## src/rtl/fifo_write_arbiter_pkg.sv

```systemverilog
// Shared types and constants for the asynchronous-FIFO write-port arbiter.
package fifo_write_arbiter_pkg;

   typedef enum logic {
      IDLE  = 1'b0,
      BURST = 1'b1
   } state_t;

   localparam int unsigned REQ_COUNT = 2;

   // Pointers, lengths and the free count carry one wrap bit above the address.
   function automatic int unsigned ptr_width(input int unsigned addr_width);
      return addr_width + 1;
   endfunction

endpackage

```

## src/rtl/fifo_write_arbiter_rr_arb2.sv

```systemverilog
// Two-way round-robin pick: passes a lone eligible bit, breaks ties with rr.
module rr_arb2
   import fifo_write_arbiter_pkg::*;
(
   input  logic [REQ_COUNT-1:0] elig,
   input  logic                 rr,
   output logic [REQ_COUNT-1:0] grant_c
);

   always_comb begin
      grant_c = elig;
      if (&elig) grant_c = rr ? 2'b10 : 2'b01;
   end

endmodule

```

## src/rtl/fifo_write_arbiter.sv

```systemverilog
// Grants the FIFO write port to one of two requesters for a whole burst,
// only when the FIFO has room for the full burst.
module fifo_write_arbiter
   import fifo_write_arbiter_pkg::*;
#(
   parameter int unsigned ADDR_WIDTH = 4,
   parameter int unsigned DATA_WIDTH = 8
)
(
   input  logic                                w_clk,
   input  logic                                w_rst_n,
   input  logic [ptr_width(ADDR_WIDTH)-1:0]    write_addr,
   input  logic [ptr_width(ADDR_WIDTH)-1:0]    read_addr,
   input  logic                                req0,
   input  logic                                req1,
   input  logic [ptr_width(ADDR_WIDTH)-1:0]    len0,
   input  logic [ptr_width(ADDR_WIDTH)-1:0]    len1,
   input  logic                                valid0,
   input  logic                                valid1,
   input  logic [DATA_WIDTH-1:0]               data0,
   input  logic [DATA_WIDTH-1:0]               data1,
   output logic                                gnt0,
   output logic                                gnt1,
   output logic                                w_en,
   output logic [DATA_WIDTH-1:0]               w_data,
   output logic                                busy,
   output logic                                err
);

   localparam int unsigned PW   = ptr_width(ADDR_WIDTH);
   localparam int unsigned SIZE = 2 ** ADDR_WIDTH;

   state_t               state;
   logic [PW-1:0]        used;
   logic [PW-1:0]        free;
   logic [PW-1:0]        beats_left;
   logic                 rr;
   logic [REQ_COUNT-1:0] req;
   logic [REQ_COUNT-1:0] elig;
   logic [REQ_COUNT-1:0] illegal;
   logic [REQ_COUNT-1:0] grant;
   logic [REQ_COUNT-1:0] seen;
   logic [REQ_COUNT-1:0] seen_next;

   // Modular pointer difference handles the wrap bit; equal pointers give SIZE free.
   assign used = write_addr - read_addr;
   assign free = PW'(SIZE) - used;
   assign req  = {req1, req0};

   always_comb begin
      illegal[0] = req0 && ((len0 == '0) || (len0 > PW'(SIZE)));
      illegal[1] = req1 && ((len1 == '0) || (len1 > PW'(SIZE)));
      elig[0]    = req0 && (len0 != '0) && (len0 <= free);
      elig[1]    = req1 && (len1 != '0) && (len1 <= free);
      // An illegal request is reported once; dropping req re-arms the report.
      seen_next  = (seen | ((state == IDLE) ? illegal : '0)) & req;
   end

   rr_arb2 u_rr_arb2 (
      .elig    (elig),
      .rr      (rr),
      .grant_c (grant)
   );

   // Write port follows the granted requester with no added latency.
   assign w_en = (gnt0 && valid0) || (gnt1 && valid1);

   always_comb begin
      w_data = '0;
      if (gnt0)      w_data = data0;
      else if (gnt1) w_data = data1;
   end

   always_ff @(posedge w_clk) begin
      if (!w_rst_n) begin
         state      <= IDLE;
         gnt0       <= 1'b0;
         gnt1       <= 1'b0;
         busy       <= 1'b0;
         err        <= 1'b0;
         beats_left <= '0;
         rr         <= 1'b0;
         seen       <= '0;
      end else begin
         seen <= seen_next;
         err  <= (state == IDLE) && (|(illegal & ~seen));
         if (state == IDLE) begin
            if (grant[0]) begin
               gnt0       <= 1'b1;
               busy       <= 1'b1;
               beats_left <= len0;
               state      <= BURST;
            end else if (grant[1]) begin
               gnt1       <= 1'b1;
               busy       <= 1'b1;
               beats_left <= len1;
               state      <= BURST;
            end
         end else if (w_en) begin
            beats_left <= beats_left - PW'(1);
            // Last beat: release and hand priority to the other requester.
            if (beats_left == PW'(1)) begin
               gnt0  <= 1'b0;
               gnt1  <= 1'b0;
               busy  <= 1'b0;
               rr    <= gnt0;
               state <= IDLE;
            end
         end
      end
   end

endmodule

```

## config.mk

```make
export PLATFORM = sky130hd
export DESIGN_NAME = fifo_write_arbiter
export DESIGN_NICKNAME = d
export VERILOG_FILES = /design/src/rtl/fifo_write_arbiter_pkg.sv /design/src/rtl/fifo_write_arbiter_rr_arb2.sv /design/src/rtl/fifo_write_arbiter.sv
export SDC_FILE = /design/constraint.sdc
export NUM_CORES = 1
export LEC_CHECK = 0
export ABC_CLOCK_PERIOD_IN_PS = 6880
export CAP_MARGIN = 15
export CORE_MARGIN = 1.5
export CORE_UTILIZATION = 44
export CTS_CLUSTER_SIZE = 12
export DETAILED_ROUTE_END_ITERATION = 8
export HOLD_SLACK_MARGIN = 0.08
export PLACE_DENSITY = 0.85
export SKIP_CTS_REPAIR_TIMING = 1
export SLEW_MARGIN = 30
export SYNTH_ARGS = -nofsm -noshare
export SYNTH_HDL_FRONTEND = slang
export SYNTH_HIERARCHICAL = 1
export SYNTH_SLANG_ARGS = --single-unit
```

## constraint.sdc

```tcl
create_clock -name w_clk -period 6.88 [get_ports w_clk]
set_input_delay 1.376 -clock w_clk [delete_from_list [all_inputs] [get_ports w_clk]]
set_output_delay 1.376 -clock w_clk [all_outputs]
set_load 0.01 [all_outputs]
```

==> results of run 1 <==
## flip-flops by register name, indices dropped and copies added (netlist names)
signal      count
state           1
err             1
rr              1
beats_left      5
gnt1            1
gnt0            1
seen            2
busy            1
## how the worst max path moves through the flow
stage,to,startpoint,depth (start not counted),slack [ns]
6_report,beats_left[2],write_addr[1],19,1.30
5_1_grt,beats_left[2],write_addr[1],19,0.99
4_1_cts,beats_left[2],write_addr[1],19,1.32
3_5_place_dp,beats_left[2],write_addr[1],19,1.01
3_3_place_gp,beats_left[2],write_addr[1],18,1.23
2_1_floorplan,beats_left[2],write_addr[1],18,1.82
## placed cells by master, fill, tap and decap left out, drive strengths merged, types with 4 or more instances in the layout
| cell | n |
|---|---|
| dfxtp | 13 |
| a22o | 9 |
| clkbuf | 4 |
| inv | 17 |
| ha | 17 |
| maj3 | 4 |
| nor3 | 4 |
| nor2b | 6 |
| clkdlybuf4s50 | 54 |
| nor2 | 10 |
| a21oi | 10 |
| mux2i | 5 |
| nand2 | 5 |
## kinds of logic (layout without fill, tap and decap cells)
group / Yosys count / count (layout) / synth area share
DFF: 13 / 13 / 0.222
and+or+nand+nor: 40 / 40 / 0.184
adders and majority gates: 22 / 22 / 0.233
muxes: 5 / 5 / 0.0426
AOI/OAI and AO/OA: 36 / 36 / 0.216
xor gates and xnor gates: 4 / 4 / 0.0299
buffers and inverters: 22 / 76 / 0.0714
## metal layers
layer | vias to the layer above | share of wire | track usage
met5 | - | 0 | 0
met4 | 0 | 0.018 | 0.108
met3 | 5 | 0.12 | 0.0601
met2 | 71 | 0.51 | 0.442
met1 | 550 | 0.36 | 0.217
li1 | 616 | - | -
## power breakdown
group          total (mW)  internal, mW  switching, mW
Sequential          0.104        0.0886         0.0158
Clock              0.0492        0.0226         0.0266
Combinational       0.184         0.102         0.0825
Total               0.338         0.213          0.125
## critical path: cells and delay by family
family,cells,cell delay (ns)
AND/OR/NAND/NOR,3,0.42
AO/OA/AOI/OAI,6,1.28
buffers and inverters,4,0.74
adder cells (fa/ha/maj),6,1.94
## layout make-up
class                           instances  area (sq um)
Clock buffer                            4          26.3
Fill cell                             206           734
Sequential cell                        13           260
Inverter                               17          63.8
Tap cell                               30          37.5
Multi-Input combinational cell        107           830
Timing Repair Buffer                   55           548
## per-stage QoR
stage	cells	utilization	instance area (sq um)	setup slack (ns)
2_1_floorplan	142	-	1170	1.82
4_1_cts	226	0.706	1770	1.32
3_3_place_gp	222	0.696	1740	1.23
3_5_place_dp	222	0.696	1740	1.01
5_1_grt	226	0.706	1770	0.991
6_report	226	0.706	1770	1.30
==> metrics.cfg, run 1 <==
[hold_path]
hp-class=reg2reg
min_delay_path_depth=2
hp-start=busy
hold_end=busy

[layout]
drive_above_1_share=0.0255
area_delta_synth_final_pct=50.4
layout.nets=257
n_antenna_cell=0

[clocking]
cts_sinks=13
cts_max_path_buffers=2
h-tree-depth=1
clkTransAtPathRegs_ns=0.08
insertion_delay_ns=0.29
root_buffer=clkbuf_4
cts_tree=built
cts_made_buffers=3

[synthesis]
synth_seq_cells=13
synthFlopType=dfxtp_1
synth_common_cells=ha_1 (17), inv_1 (17), dfxtp_1 (13), a21oi_1 (10), nor2_1 (10)
yosys-top-cells-area=dfxtp_1 (22%), ha_1 (18%), a22o_1 (6.7%), inv_1 (5.4%), a21oi_1 (4.3%)
avgSynthCellArea_sq_um=8.26
synth_cell_types=37
synth_edf_count=0
synth_area_sq_mm=0.00117
synthArstFlopShare=0
yosys.area.top_type=dfxtp_1
synthesis.nets=202
synth-seq-area-share=0.222
netlist.area_leader.share=0.222
yosysWarningCount=6
synthCells=142

[floorplan]
io_pins=55
die_w_um=54.6
core_sq_mm=0.00250
placementRows=18
start_util=0.469
die_area_sq_mm=0.00299
fp.dieH_um=54.6

[route]
drtAntennaViolNets=0
vias=1242
drt_wl_total_mm=3.14
drt_iter0_markers=16
drc=0
vias_per_cell=5.50
drt_first_pass_iters=5
wl_per_cell_um=13.9

[worst_setup_path]
end_kind=flip-flop
worst_setup_path_start_kind=input pin
required_ns=7.06
cp.arrival_ns=5.76
path_cells=clkdlybuf4s50_1 > inv_1 > ha_1 > ha_1 > fa_1 > inv_1 > ha_1 > a21oi_1 > a21oi_1 > maj3_2 > maj3_1 > nor3b_1 > a21boi_1 > buf_4 > nor3_1 > a21oi_1 > o21ai_0 > a22oi_1 > nor2b_1
max_stage_delay_ns=0.48
critPathKind=in2reg
regToRegStartpoint=gnt0
slowest_stage=fa_1
r2r_cells=5
r2r_end=beats_left[4]
path_max_fanout=10
reg2reg_setup_slack_ns=5.02

[power]
ir_worst_vdd_uv=132
power.density_mw_per_mm2=191
total_power_uw=338
p_leak_nw=0.789

[global_routing]
antenna_found_initial=0
grt_pass1_vias=1157
gr-total-overflow=0
track_usage=0.228
grt_pass1_wl_mm=4.80
grt_max_degree=16

[sta]
slew_headroom=0.663
fmax_mhz=179
worstMarginPinSlew_ns=0.504
setup_tns_ns=0
hold_ws_ns=0.470
fin_worst_skew_ns=0.000416
hold_viol=0
finalSetupViolations=0
final_max_slew_viol_count=0
rsz0062_at_grt=no
fin_crit_sh=0.811
period_minus_slack_ns=5.58

[job]
max_cap_violations=0

[placed_design]
io_buffers=54
gp_congestion=0.933
dpl.hpwl_mm=2.70

[run_status]
status=complete, no violations

Note: power is estimated with default switching activity, not from simulation.
==> inputs of run 2 (changes only) <==
--- a/config.mk
+++ b/config.mk
@@ -5,14 +5,14 @@
 export SDC_FILE = /design/constraint.sdc
 export NUM_CORES = 1
 export LEC_CHECK = 0
-export ABC_CLOCK_PERIOD_IN_PS = 6880
+export ABC_CLOCK_PERIOD_IN_PS = 5300
 export CAP_MARGIN = 15
 export CORE_MARGIN = 1.5
-export CORE_UTILIZATION = 44
+export CORE_UTILIZATION = 41
 export CTS_CLUSTER_SIZE = 12
 export DETAILED_ROUTE_END_ITERATION = 8
 export HOLD_SLACK_MARGIN = 0.08
-export PLACE_DENSITY = 0.85
+export PLACE_DENSITY = 0.8
 export SKIP_CTS_REPAIR_TIMING = 1
 export SLEW_MARGIN = 30
 export SYNTH_ARGS = -nofsm -noshare
==> constraint.sdc (replaced) <==
create_clock -name w_clk -period 5.3 [get_ports w_clk]
set_input_delay 1.06 -clock w_clk [delete_from_list [all_inputs] [get_ports w_clk]]
set_output_delay 1.06 -clock w_clk [all_outputs]
set_load 0.01 [all_outputs]
==> run 2 against run 1 <==
First-iteration DRC count grew to 2.6 times the previous value. Non-clock buffer count increased by 2. Hold slack improved by 0.031 ns. Clock power rose by 26%. Sequential share of layout area decreased by 0.17 points. Sequential power up 32%. Final cell count up 1.3%. Sequential cell count did not move. Die area is 6.9% higher. Cell area is 1.1% higher. Register-to-register slack lost 1.7 ns.
==> metrics.cfg, run 2 (synthesized netlist as in run 1, its figures left out) <==
[floorplan]
placementRows=19  ; +1
core_sq_mm=0.00273  ; +9.4%
die_w_um=56.5  ; +3.4%
die_area_sq_mm=0.00319  ; +6.9%
start_util=0.429  ; -0.0402
fp.dieH_um=56.5  ; +3.4%
io_pins=55  ; unchanged

[layout]
multiInputGateArea_sq_um=833  ; +0.45%
area_delta_synth_final_pct=52.1
final_cells=229  ; +1.3%
n_antenna_cell=0  ; unchanged
largest_reg_flops=5  ; unchanged
n_fill_cell=233  ; +13%
final_common_cell=clkdlybuf4s50_1
largest_registers=beats_left x5, seen x2
final_core_util=0.653  ; -0.0531
top_register=beats_left
layout.nets=259  ; +0.78%
drive_above_1_share=0.0404  ; +0.0149
final_cell_mix=clkdlybuf4s50_1 (54), inv_1 (17), ha_1 (17)
regArea_sq_um=260  ; unchanged

[worst_setup_path]
worst_setup_path_start_kind=input pin
slowest_stage=fa_1
crit_family=adder cells
path_buf_inv=4  ; unchanged
cp.depth=18  ; -1
path_cells=clkdlybuf4s50_1 > inv_1 > ha_1 > ha_1 > fa_1 > inv_1 > ha_1 > a21oi_1 > a21oi_1 > maj3_2 > maj3_1 > nor3b_1 > a21boi_1 > buf_4 > mux2i_1 > o22a_1 > o21ai_1 > and2_1
r2r_cells=5  ; unchanged
path_max_fanout=9  ; -1
end_kind=flip-flop
reg2reg_setup_slack_ns=3.29  ; -1.73 ns
r2r_end=beats_left[4]
crit_top_cell=ha_1
max_stage_delay_ns=0.49  ; about the same
critPathKind=in2reg
regToRegStartpoint=gnt0
required_ns=5.48  ; -1.58 ns
cp.arrival_ns=5.12  ; -0.64 ns

[clocking]
cts_max_path_buffers=2  ; unchanged
h-tree-depth=1  ; unchanged
insertion_delay_ns=0.28  ; about the same
cts_tree=built
root_buffer=clkbuf_4
clkTransAtPathRegs_ns=0.08  ; about the same
cts_sinks=13  ; unchanged
cts_made_buffers=3  ; unchanged

[global_routing]
track_usage=0.207  ; -0.0208
grt_use_met2=0.394  ; -0.0488
met3_usage=0.0392  ; -0.0209
antenna_found_initial=0  ; unchanged
grt-busiest-layer=met2
grt_pass1_vias=1276  ; +10%
grt_pass1_wl_mm=5.42  ; +13%
gr-total-overflow=0  ; unchanged
grt_max_degree=16  ; unchanged
grt_use_met1=0.238  ; +0.0207

[power]
p_leak_nw=0.799  ; +1.3%
power.density_mw_per_mm2=252  ; +32%
ir_worst_vdd_uv=177  ; +35%
total_power_uw=450  ; +33%

[placed_design]
gp_congestion=0.850  ; -8.9%
io_buffers=54  ; unchanged
dpl.hpwl_mm=2.61  ; -3.4%
dp_cells=225  ; +1.4%

[hold_path]
hold_end=busy
hp-start=busy
min_delay_path_depth=2  ; unchanged
hp-class=reg2reg

[sta]
fin_crit_sh=0.933
setup_tns_ns=0  ; unchanged
period_minus_slack_ns=4.95
rsz0062_at_grt=no
hold_viol=0  ; unchanged
slew_headroom=0.623  ; -0.0399
fin_worst_skew_ns=0.00446  ; +0.00404 ns
finalSetupViolations=0  ; unchanged
worstMarginPinSlew_ns=0.564  ; +0.0598 ns
fmax_mhz=202
final_max_slew_viol_count=0  ; unchanged

[route]
drtAntennaViolNets=0  ; unchanged
drc=0  ; unchanged
vias=1259  ; +1.4%
drt_wl_total_mm=3.10  ; -1.2%
vias_per_cell=5.50  ; about the same
drt_first_pass_iters=4  ; -1
wl_per_cell_um=13.5  ; -2.5%
drt_iter0_markers=41  ; +25

[job]
max_cap_violations=0  ; unchanged

[run_status]
status=complete, no violations

==> run 2: final cells by class <==
cell class	instances	share of cell area
flip-flops and latches	13	0.146
repair buffers	57	0.315
clock buffers	4	0.0147
well taps	31	0.0217
inverters	17	0.0357
multi-input cells	107	0.467
==> run 2: worst max path at each step <==
stage	slack, ns	start	to
2_1_floorplan	0.56	write_addr[1]	beats_left[2]
3_3_place_gp	0.09	write_addr[1]	beats_left[2]
4_1_cts	0.31	write_addr[1]	beats_left[1]
5_1_grt	0.02	write_addr[1]	beats_left[2]
6_report	0.35	write_addr[1]	beats_left[4]
3_5_place_dp	0.03	write_addr[1]	beats_left[2]
==> run 2: worst min-delay path, stage by stage (launching register included) <==
cell and delay, ns:
dfxtp_1 0.32, nand2_1 0.05, a21boi_0 0.08
==> run 2: through the flow <==
| step | cell area, sq um | hold slack, ns | setup slack [ns] |
|---|---|---|---|
| detailed placement | 1760 | 0.492 | 0.0294 |
| floorplan | 1170 | 0.472 | 0.560 |
| finish | 1790 | 0.501 | 0.353 |
| CTS | 1780 | 0.509 | 0.314 |
| global route | 1790 | 0.534 | 0.0226 |
| global placement | 1760 | 0.461 | 0.0880 |
==> run 2: routing by layer <==
layer | wire length, um | share of wire
met4 | 8 | 0.0026
met3 | 135 | 0.044
met5 | 0 | 0
met1 | 1270 | 0.41
met2 | 1690 | 0.54
==> run 2: power breakdown <==
| part | switching [mW] | internal, mW |
|---|---|---|
| clock | 0.0327 | 0.0292 |
| combinational | 0.112 | 0.140 |
| sequential | 0.0216 | 0.115 |
